<file path="config.mk">
export PLATFORM = sky130hd
export DESIGN_NAME = serial_subtractor_nb
export DESIGN_NICKNAME = d
export VERILOG_FILES = /design/src/rtl/serial_subtractor_nb.sv
export SDC_FILE = /design/constraint.sdc
export NUM_CORES = 1
export LEC_CHECK = 0
export CAP_MARGIN = 20
export CORE_MARGIN = 2
export CORE_UTILIZATION = 26
export DETAILED_ROUTE_END_ITERATION = 10
export DONT_BUFFER_PORTS = 1
export SYNTH_ARGS = -nofsm -noshare
export SYNTH_HDL_FRONTEND = slang
export SYNTH_SLANG_ARGS = --single-unit
</file>
<file path="constraint.sdc">
create_clock -name clk -period 3.28 [get_ports clk]
set_input_delay 0.328 -clock clk [delete_from_list [all_inputs] [get_ports clk]]
set_output_delay 0.328 -clock clk [all_outputs]
set_load 0.01 [all_outputs]
</file>
<file path="src/rtl/serial_subtractor_nb.sv">
// serial_subtractor_nb: bit-serial N-bit a - b - bin, one full-subtractor cell, LSB first
module serial_subtractor_nb #(
    parameter int N = 16
) (
    input  logic         clk,
    input  logic         rst,
    input  logic         start,
    input  logic [N-1:0] a,
    input  logic [N-1:0] b,
    input  logic         bin,
    output logic         busy,
    output logic         done,
    output logic [N-1:0] diff,
    output logic         bout,
    output logic         ovf
);
    localparam int CW = $clog2(N);
    typedef enum logic [1:0] {IDLE, SHIFT, DONE} state_t;
    state_t state, state_nx;
    logic [N-1:0] ra, rb, res;
    logic [CW-1:0] cnt;
    logic br, am, bm, d, br_nx, last;
    always_comb begin
        d = ra[0] ^ rb[0] ^ br;
        br_nx = (~ra[0] & rb[0]) | (~(ra[0] ^ rb[0]) & br);
        last = cnt == CW'(N - 1);
        state_nx = (state == IDLE) ? (start ? SHIFT : IDLE) :
                   (state == SHIFT) ? (last ? DONE : SHIFT) : IDLE;
        busy = state == SHIFT;
        done = state == DONE;
    end
    always_ff @(posedge clk) begin
        if (rst) begin
            state <= IDLE;
            ra <= '0;
            rb <= '0;
            res <= '0;
            cnt <= '0;
            br <= 1'b0;
            am <= 1'b0;
            bm <= 1'b0;
            diff <= '0;
            bout <= 1'b0;
            ovf <= 1'b0;
        end else begin
            state <= state_nx;
            if (state == IDLE && start) begin
                ra <= a;
                rb <= b;
                br <= bin;
                cnt <= '0;
                am <= a[N-1];
                bm <= b[N-1];
            end else if (state == SHIFT) begin
                ra <= ra >> 1;
                rb <= rb >> 1;
                res <= {d, res[N-1:1]};
                br <= br_nx;
                cnt <= cnt + CW'(1);
                // the final cell output d is the result MSB, so overflow needs no extra flop
                if (last) begin
                    diff <= {d, res[N-1:1]};
                    bout <= br_nx;
                    ovf <= (am ^ bm) & (am ^ d);
                end
            end
        end
    end
endmodule

</file>
=== Yosys cells after proc, flatten, opt, wreduce, memory -nomap -nowiden ===
Index checks and enable logic that the tools add are counted.

* Register bits: 75
* Input port bits: 36
* Word-level logic and storage cells: 42

* $add $sub $neg: 1
* Eq/ne operators: 3
* Mux-type cells: 10
* Bitwise logic cells: 11
* Reductions and logical operators: 6

{| class="wikitable"
|+ Operators by type and width
! cell !! count
|-
| 2-to-1 mux 16 bit || 4
|-
| 2-to-1 mux 2 bit || 3
|-
| adder 4 x 1 -> 4 bit (second input constant) || 1
|-
| equality test 4 bit (second input constant) || 1
|-
| bitwise XOR 1 bit || 4
|-
| AND 1 bit || 3
|-
| 2-to-1 mux 1 bit || 3
|-
| NOT 1 bit || 3
|-
| AND reduction 3 bit || 1
|-
| equality test 2 x 1 -> 1 bit (second input constant) || 1
|-
| equality test 2 bit (second input constant) || 1
|-
| zero test 2 bit || 1
|-
| AND reduction 2 bit || 1
|-
| nonzero test 2 bit || 1
|-
| OR reduction 2 bit || 1
|-
| logical AND 1 bit || 1
|-
| OR 1 bit || 1
|}

=== Depth between registers and ports, before layout ===
Gate-level depths: netlist of run 1.

* Word-level depth: 6
* Mapped depth: 6
* Gate-level depth less buffers: 5

=== Least setup slack after synthesis of run 1 ===
No wires, ideal clock.

* Path kind: reg2reg
* Start point: reg ra[0]
* End point: reg ovf
* Library setup time: 0.087 ns
* Arrival time: 1.271 ns
* Data required time: 3.193 ns
* Path slack: 1.922 ns
* Stages on the path, launching flop included: 5
* Period minus slack after synthesis: 1.358 ns
* Cells stage by stage: dfxtp_1 > fa_1 > nor2b_1 > a21oi_1 > a211oi_1

* Cells in the longest elaborated chain, start to end: 4

{| class="wikitable"
|+ RTL lines
! item !! RTL line !! text
|-
| start, declared || 20 || <nowiki>logic [N-1:0] ra, rb, res;</nowiki>
|-
| start signal, assigned || 55 || <nowiki>ra <= ra >> 1;</nowiki>
|-
| bitwise XOR 1 bit (2 in a row) || 24 || <nowiki>d = ra[0] ^ rb[0] ^ br;</nowiki>
|-
| named net d || 22 || <nowiki>logic br, am, bm, d, br_nx, last;</nowiki>
|-
| bitwise XOR 1 bit || 64 || <nowiki>ovf <= (am ^ bm) & (am ^ d);</nowiki>
|-
| AND 1 bit || 64 ||
|-
| end signal, assigned || 64 ||
|-
| end, declared || 15 || <nowiki>output logic ovf</nowiki>
|}

The timed path passes the listed nets, and every way through them passes these cells.
A chain may end at the register's enable or synchronous reset.

=== Worst setup path after layout of run 1 ===
* Start point: reg state[0]
* End point: reg rb[7]

* Cells in the longest elaborated chain, start to end: 3
* Elaborated cells on any way between the ends: 5
* Classes of those cells: 1 x eq/ne; 1 x mux; 3 x reduce/logical

{| class="wikitable"
|+ RTL lines
! item !! RTL line !! text
|-
| start, declared || 19 || <nowiki>state_t state, state_nx;</nowiki>
|-
| start signal, assigned || 46 || <nowiki>state <= state_nx;</nowiki>
|-
| zero test 2 bit || 47 || <nowiki>if (state == IDLE && start) begin</nowiki>
|-
| logical AND 1 bit || 47 ||
|-
| 2-to-1 mux 16 bit or nonzero test 2 bit (tied branches) || n/a ||
|-
| end signal, assigned || 56 || <nowiki>rb <= rb >> 1;</nowiki>
|-
| end, declared || 20 ||
|}

Parallel ways exist; a longest one is shown, timed or not.

==> metrics, run 1 <==
Die ar. between 10,000 and 15,000 um^2; Post-layout nets 389; Final Critical Period between 1.5 and 2 ns; antenna viol nets, final 0; hpwl dp 4540 um; WHS Endpoint rb[14]; Final Wtd Congestion ~0.73; clk root buf clkbuf_16; final wirelength roughly 7300 um; RR Endpoint rb[7]; Synth Flop Type dfxtp_1; Mapped Cells 370; number of flops mapped to enable cells by yosys 0; worst rel slew slack slightly below 30%; Die Y-Extent 115 um; combinational fraction of design power between 8 and 9%; Crit path required time roughly 3.5 ns; status completed; synthesized cell area about 3200 um^2; FILL cells about 1,300; P_leak 0.00112 uW; Async S/R FF share, synth 0%; final worst slack around 1.3 ns; Max Cap Violations 0; flops & latches, synth 74; clock sink count between 70 and 80; power per cell area ~600 nW/um^2; layout cells sized above 1 14.6%; I/O Pins 56; Seq pwr share between 40 and 50%; vias around 2,500; Worst-path clk slew 0.06 ns; largest cells by area after synthesis dfxtp_1, a21oi_1, a211oi_2; # hold bufs at CTS 0; Hold WC Path Type input port to flip-flop; Setup WS pre-CTS roughly 1.3 ns; R2R setup slack 1.30 ns; crit share post-route 60.3%; CP Cell Sequence or3b_1 > nor2_1 > a311oi_2; TritonCTS clock tree built; CP endpoint kind flip-flop; post-synth cell types 34; Worst R2R Start state[0]; Num CTS Buffers 9; Worst setup SP type flip-flop; PostCTS Resize Cnt 0; actual slew at the worst max-slew pin around 1.1 ns; WS Path Type flip-flop to flip-flop; warnings from Yosys 0; Data arrival, critical path between 2 and 2.5 ns; Detailed Route Iter0 Violations ~120; # setup viols final 0; DRC violations left 0; area added between synthesis and finish 9.97%; first-pass GRT wire length 11,800 um; drt via density between 4 and 5; Total GRT Usage 11.5%; Sw Pwr between 500 and 600 uW; Fin. Hold Viols 0; VDD IR-drop max about 0.22 mV; RSZ-0062 raised after global routing false; Row Count 40; Hold Path Depth 1; Core Region around 12,000 um^2; Chip Width 115 um; ant diodes 0; Max Fclk 506 MHz; grt total ovfl 0; sequential fraction of the synthesis area ~47%; Hold Path Origin rst; CP Max Fanout 30; Net Count, Synth around 410; Reg2Reg Depth 3; worst skew pair latency between 0.3 and 0.4 ns; CTS max path bufs 2; power share of the clock group about 46%; initial core utilization between 20% and 30%; setup_tns 0 ns; synth cell count leaders dfxtp_1, a21oi_1, nand2_1, nor2_1, a211oi_2; drt pass-1 iters 4; most frequent cell after synthesis dfxtp_1; largest area contributor in the netlist dfxtp_1; Mean Syn Cell Area ~8.6 um^2; initial antenna violation count 0; total setup buffers inserted after CTS 0; vias in the first global route 2,325; Fin Clk Skew about 0.008 ns; H-tree levels 3; largest net degree at the start of global routing between 70 and 80; Switching Share 24.1%; port buffer count 0; Yosys top cell area share approximately 47%; Max stage delay on crit path around 0.90 ns; Worst path slowest cell or3b_1; Internal Power 1620 uW; wire per inst roughly 15 um; Max Slew Vio Count 0
[per-stage QoR]
stage	util [%]	instance area [um^2]	hold slack [ns]	total power, uW	std cells
after floorplan	-	3180	0.437	1160	370
after global placement	26.6	3190	0.411	1160	487
after detailed placement	26.6	3190	0.412	1170	487
after CTS	29.2	3490	0.0605	2170	503
after global routing	29.2	3490	0.0580	2240	503
final	29.2	3490	0.0835	2130	503
[cell families after synthesis]
logic type / after synthesis / synth area share, %
flops: 74 / 46.7
fa+ha+maj: 2 / 1.02
compound gates: 118 / 25.3
simple gates: 137 / 19.4
mux: 2 / 0.670
buf+inv: 35 / 6.42
xor+xnor: 2 / 0.552
[power by group through the flow]
stage | clock (uW) | sequential [uW] | combinational, uW
finish | 984 | 967 | 183
global route | 1060 | 972 | 204
detailed placement | 0 | 986 | 185
CTS | 1020 | 967 | 185
global placement | 0 | 984 | 180
floorplan | 0 | 978 | 185
[worst max path at each step]
stage / from / to / slack (ns) / cells past startpoint
2_1_floorplan: ra[0] / ovf / 1.92 / 4
3_3_place_gp: state[0] / rb[7] / 1.32 / 3
3_5_place_dp: state[0] / rb[7] / 1.27 / 3
4_1_cts: state[0] / rb[7] / 1.25 / 3
5_1_grt: state[0] / rb[13] / 1.07 / 3
6_report: state[0] / rb[7] / 1.30 / 3
[critical path, delay by kind of cell, from the launching register on]
family	cells	cell delay, ns
simple gates	2	1.01
flops	1	0.63
compound gates	1	0.26
[sequential cells by signal (all words and copies together), names as in the netlist]
signal  count
am          1
bm          1
bout        1
br          1
cnt         4
diff       16
ovf         1
ra         16
rb         16
res        15
state       2
[cell usage in the layout (no fill, tap or decap), types with 6 or more instances in the layout]
cell       synthesis  layout
a21oi_1           69      69
nand3_1           17      17
o21ai_0           16      16
a211oi_1           6       6
dfxtp_1           74      74
clkbuf_16          0       9
nor3_1             7       7
a211oi_2          24      24
nor2_1            31      31
nand2_1           65      65
[metal layers]
metal,GRT usage [%],vias up,part of all wire (%),routed length [um]
met3,4.98,2,7.5,546
met2,18.8,66,47,3440
li1,-,1242,-,-
met1,13.9,1169,45,3300
met5,0,-,0,0
met4,2.93,0,0.40,29
[cell type report]
| class | instances | area (um^2) | share of cell area, % |
|---|---|---|---|
| Clock buffer | 10 | 239 | 6.84 |
| Clock inverter | 6 | 66.3 | 1.90 |
| Inverter | 3 | 13.8 | 0.394 |
| Multi-Input combinational cell | 261 | 1490 | 42.7 |
| Sequential cell | 74 | 1480 | 42.4 |
| Tap cell | 147 | 184 | 5.27 |
| Timing Repair Buffer | 2 | 15.0 | 0.430 |
(Power assumes the default switching activity.)
==> inputs of run 2 (changes only) <==
Clock period 3.28 ns to 2.05 ns, I/O delays scaled along.
==> run 2 against run 1 <==
Effect of this change:
- via count grew 1.6%
- sequential share of layout area shrank 1.6 points
- sequential power grew 59%
- final cell count grew 2.4%
- clock power grew 72%
- first-iteration DRC count shrank 4.1%
- critical path depth grew 1
- die area is the same
- combinational power grew 91%
- critical path type unchanged
==> metrics, run 2 (synthesized netlist as in run 1, its figures left out) <==
clk root buf clkbuf_16; RR Endpoint rb[13]; Hold Path Depth 2 (+1); drt pass-1 iters 4 (unchanged); wire per inst 14.3 um (-1.6%); ant diodes 0 (unchanged); Placed Instances 495 (+1.6%); TritonCTS clock tree built; worst skew pair latency 0.33 ns (about the same); status completed; port buffer count 0 (unchanged); vias in the first global route 2,376 (+2.2%); largest net degree at the start of global routing 71 (-6.6%); initial antenna violation count 0 (unchanged); leading cell types in the layout, fill and taps excluded dfxtp_1, a21oi_1, nand2_1, nor2_1, a211oi_2; setup_tns 0 ns (unchanged); VDD IR-drop max 0.451 mV (+100%); CP endpoint kind flip-flop; Total GRT Usage 11.7% (+0.20 points); DP Area 3250 um^2 (+1.9%); Design Area, Final 3630 um^2 (+4.1%); WS Path Type flip-flop to flip-flop; Max Slew Vio Count 0 (unchanged); layout cells sized above 1 16.8% (+2.2 points); final wirelength 7370 um (+0.79%); Fin Clk Skew 0.00740 ns (-0.000373 ns); CP Max Fanout 11 (-63%); hpwl dp 4850 um (+6.7%); DRC violations left 0 (unchanged); Hold Path Origin a[15]; Crit path required time 2.26 ns (-1.26 ns); Core Region 12,000 um^2 (unchanged); Num CTS Buffers 9 (unchanged); worst rel slew slack 54.4% (+25 points); grt total ovfl 0 (unchanged); area added between synthesis and finish 14.5%; Worst setup SP type flip-flop; Reg2Reg Depth 4 (+1); drt via density 4.89 (-0.75%); Max Fclk 540 MHz (+6.7%); WHS Endpoint ra[15]; I/O Pins 56 (unchanged); Post-layout nets 401 (+3.1%); Die ar. 13,100 um^2 (unchanged); initial core utilization 26.5% (unchanged); Data arrival, critical path 2.06 ns (-0.16 ns); Hold WC Path Type input port to flip-flop; WHS 0.0586 ns (-0.0249 ns); RSZ-0062 raised after global routing false; P_leak 0.00121 uW (+7.9%); Worst setup startpoint state[1]; # setup viols final 0 (unchanged); Worst-path clk slew 0.06 ns (about the same); top flop regs diff (16), ra (16), rb (16); first-pass GRT wire length 12,100 um (+2.9%); power per cell area 987 nW/um^2 (+62%); Fin. Hold Viols 0 (unchanged); vias 2,519 (+1.6%); Row Count 40 (unchanged); CTS max path bufs 2 (unchanged); Final Critical Period 1.85 ns (-0.124 ns); Final Wtd Congestion 0.739 (+0.97%); R2R setup slack 0.20 ns (-1.11 ns); Die Y-Extent 115 um (unchanged); crit share post-route 90.4% (+30 points); Chip Width 115 um (unchanged); clock sink count 74 (unchanged); Max Cap Violations 0 (unchanged); actual slew at the worst max-slew pin 0.682 ns (-0.382 ns); H-tree levels 3 (unchanged); antenna viol nets, final 0 (unchanged); commonest non-fill, non-tap cell in the layout dfxtp_1; Detailed Route Iter0 Violations 117 (-4.1%); Non-Filler Instances 515 (+2.4%); Worst R2R Start state[1]
run 2: layer usage:
layer,vias up,part of all wire [%],track usage (%)
li1,1265,-,-
met1,1196,45,14.5
met2,53,48,19.5
met3,5,6.1,3.86
met4,0,0.79,3.41
met5,-,0,0
run 2: how the worst max path moves through the flow:
| stage | to | slack [ns] | depth (start not counted) |
|---|---|---|---|
| 6_report | rb[13] | 0.20 | 4 |
| 5_1_grt | rb[11] | 0.1 | 6 |
| 4_1_cts | rb[12] | 0.13 | 5 |
| 3_5_place_dp | diff[2] | 0.34 | 4 |
| 3_3_place_gp | rb[7] | 0.43 | 4 |
| 2_1_floorplan | ovf | 0.69 | 4 |
run 2: power by group:
part           total, uW  internal, uW  switching [uW]
logic                349           136             213
registers           1540          1510            37.0
clock network       1690          1100             594
total               3590          2740             845
run 2: critical path, cell delays in order, from the launching register on:
cell and delay (ns):
dfxtp_2 0.37, or3b_1 0.57, nor2_1 0.18, a211oi_2 0.06, dlygate4sd3_1 0.55
run 2: area by class of cell:
type | count | area, um^2
fill | 1289 | 8330
multi-input combinational | 261 | 1490
sequential | 74 | 1480
clock buffer | 10 | 239
tap | 147 | 184
timing repair buffer | 14 | 133
clock inverter | 6 | 90.1
inverter | 3 | 13.8
run 2: per-stage QoR:
step	power, uW	utilization (%)	worst slack, ns
6_report	3590	30.4	0.197
5_1_grt	3740	30.4	0.0983
4_1_cts	3630	30.4	0.134
3_5_place_dp	1890	27.1	0.345
3_3_place_gp	1880	27.1	0.426
2_1_floorplan	1860	-	0.692
run 2: what timing repair did:
action,in CTS,in global routing
resized for setup,0,1
setup endpoints to repair,0,2
hold buffers,4,0
endpoints found under the hold margin,73,0
setup buffers,0,0
==> inputs of run 3 (changes only) <==
Settings changed: CORE_UTILIZATION 26 to 40.
==> run 3 against run 2 <==
Effect of this change:
- global-route usage grew 4.7 points
- clock skew increased by 0.0048 ns
- non-clock buffer count up 1
- first-iteration DRC count increased by 28%
- total power down 13%
- sequential power hardly changed
- register-to-register slack hardly changed
- wire length down 9.2%
- critical path depth is 1 higher
- setup slack lost 0.014 ns
- via count down 1.8%
- largest cell class unchanged
==> metrics, run 3 (synthesized netlist as in run 1, its figures left out) <==
status completed; Worst path slowest cell dlygate4sd3_1; Max Fclk 536 MHz (-0.75%); Hold Path Origin b[15]; DRC violations left 0 (unchanged); Detailed Route Iter0 Violations 150 (+28%); drt via density 5.25 (+7.3%); Design Area, Final 3490 um^2 (-4.0%); area added between synthesis and finish 9.89%; vias 2,473 (-1.8%); port buffer count 0 (unchanged); Worst setup SP type flip-flop; final wirelength 6690 um (-9.2%); Fin. Hold Viols 0 (unchanged); P_leak 0.00117 uW (-3.6%); actual slew at the worst max-slew pin 0.644 ns (-0.0379 ns); worst rel slew slack 56.9% (+2.5 points); Chip Width 93.1 um (-19%); first-pass GRT wire length 11,400 um (-5.9%); H-tree levels 3 (unchanged); TritonCTS clock tree built; vias in the first global route 2,404 (+1.2%); Power Total 3110 uW (-13%); # setup viols final 0 (unchanged); Seq. cell area 1480 um^2 (unchanged); I/O Pins 56 (unchanged); largest net degree at the start of global routing 70 (-1.4%); Die ar. 8670 um^2 (-34%); Core Region 7730 um^2 (-35%); power per cell area 892 nW/um^2 (-9.6%); layout cells sized above 1 16.8% (-0.046 points); initial antenna violation count 0 (unchanged); Final Critical Period 1.87 ns (+0.0141 ns); top flop regs diff (16), ra (16), rb (16); Final Wtd Congestion 0.748 (+1.3%); wire per inst 14.2 um (-0.73%); Fin Clk Skew 0.0122 ns (+0.00484 ns); CP Max Fanout 19 (+8); DP Area 3200 um^2 (-1.6%); Crit path required time 2.27 ns (about the same); Reg2Reg Depth 5 (+1); Total GRT Usage 16.5% (+4.7 points); commonest non-fill, non-tap cell in the layout dfxtp_1; grt total ovfl 0 (unchanged); final worst slack 0.183 ns (-0.0141 ns); clock sink count 74 (unchanged); Die Y-Extent 93.1 um (-19%); Worst R2R Start state[1]; clk root buf clkbuf_8; WS Path Type flip-flop to flip-flop; Max Slew Vio Count 0 (unchanged); drt pass-1 iters 4 (unchanged); Post-layout nets 402 (+0.25%); Crit. path cell count 5 (+1); FILL cells 776 (-40%); Worst-path clk slew 0.07 ns (about the same); Num CTS Buffers 9 (unchanged); initial core utilization 41.1% (+15 points); CP Cell Sequence or3b_1 > buf_4 > nand2_1 > a21oi_1 > dlygate4sd3_1; CTS max path bufs 2 (unchanged); antenna viol nets, final 0 (unchanged); WHS Endpoint rb[15]; setup_tns 0 ns (unchanged); Hold WC Path Type input port to flip-flop; Data arrival, critical path 2.09 ns (+0.03 ns); Top delay family on crit path buffers and inverters; VDD IR-drop max 0.319 mV (-29%); WP buf/inv 2 (+1); hpwl dp 4210 um (-13%); leading cell types in the layout, fill and taps excluded dfxtp_1, a21oi_1, nand2_1, nor2_1, a211oi_2; RR Endpoint am; R2R setup slack 0.18 ns (about the same); Final Util 45.2% (+15 points); RSZ-0062 raised after global routing false; footprint of the multi-input gates 1490 um^2 (unchanged); CP endpoint kind flip-flop; Row Count 32 (-20%); Hold Path Depth 2 (unchanged); Max Cap Violations 0 (unchanged); crit share post-route 91.1% (+0.69 points); Setup WS pre-CTS 0.378 ns (+0.0333 ns); ant diodes 0 (unchanged); worst skew pair latency 0.34 ns (about the same); Max stage delay on crit path 0.55 ns (-0.02 ns)
## run 3: worst max path at each step
stage,startpoint,endpoint
2_1_floorplan,ra[0],ovf
3_3_place_gp,state[0],cnt[3]
3_5_place_dp,state[0],cnt[3]
4_1_cts,state[0],am
5_1_grt,state[1],am
6_report,state[1],am
## run 3: metal layers
| metal | track usage (%) | wire [um] |
|---|---|---|
| met1 | 22.1 | 3160 |
| met2 | 25.1 | 3110 |
| met3 | 4.75 | 356 |
| met4 | 6.25 | 61 |
| met5 | 0 | 0 |
## run 3: power by group
| group | internal (uW) | switching, uW | total, uW | leakage, uW |
|---|---|---|---|---|
| registers | 1500 | 41.1 | 1550 | 0.000605 |
| logic | 139 | 207 | 346 | 0.000456 |
| clock network | 682 | 539 | 1220 | 0.000105 |
| total | 2330 | 788 | 3110 | 0.00117 |
## run 3: what timing repair did
| item | 4_1_cts | 5_1_grt |
|---|---|---|
| endpoints found under the setup margin | 0 | 3 |
| endpoints found under the hold margin | 73 | 0 |
| buffers inserted | 0 | 1 |
| resized for setup | 0 | 1 |
| hold buffers | 5 | 0 |
## run 3: stage by stage
| stage | hold WS, ns | instances |
|---|---|---|
| floorplan | 0.364 | 370 |
| CTS | 0.0322 | 470 |
| global placement | 0.283 | 449 |
| finish | 0.0411 | 471 |
| global route | 0.0540 | 471 |
| detailed placement | 0.283 | 449 |
## run 3: worst register-to-register path, cell delays in order, from the launching register on
cell           delay [ns]
dfxtp_1              0.42
or3b_1               0.43
buf_4                0.21
nand2_1              0.09
a21oi_1              0.05
dlygate4sd3_1        0.55
## run 3: layout make-up
class / instances / share of cell area [%]
multi-input cells: 261 / 42.8
flip-flops and latches: 74 / 42.5
repair buffers: 15 / 4.45
well taps: 102 / 3.66
clock buffers: 9 / 3.55
clock inverters: 7 / 2.69
inverters: 3 / 0.394
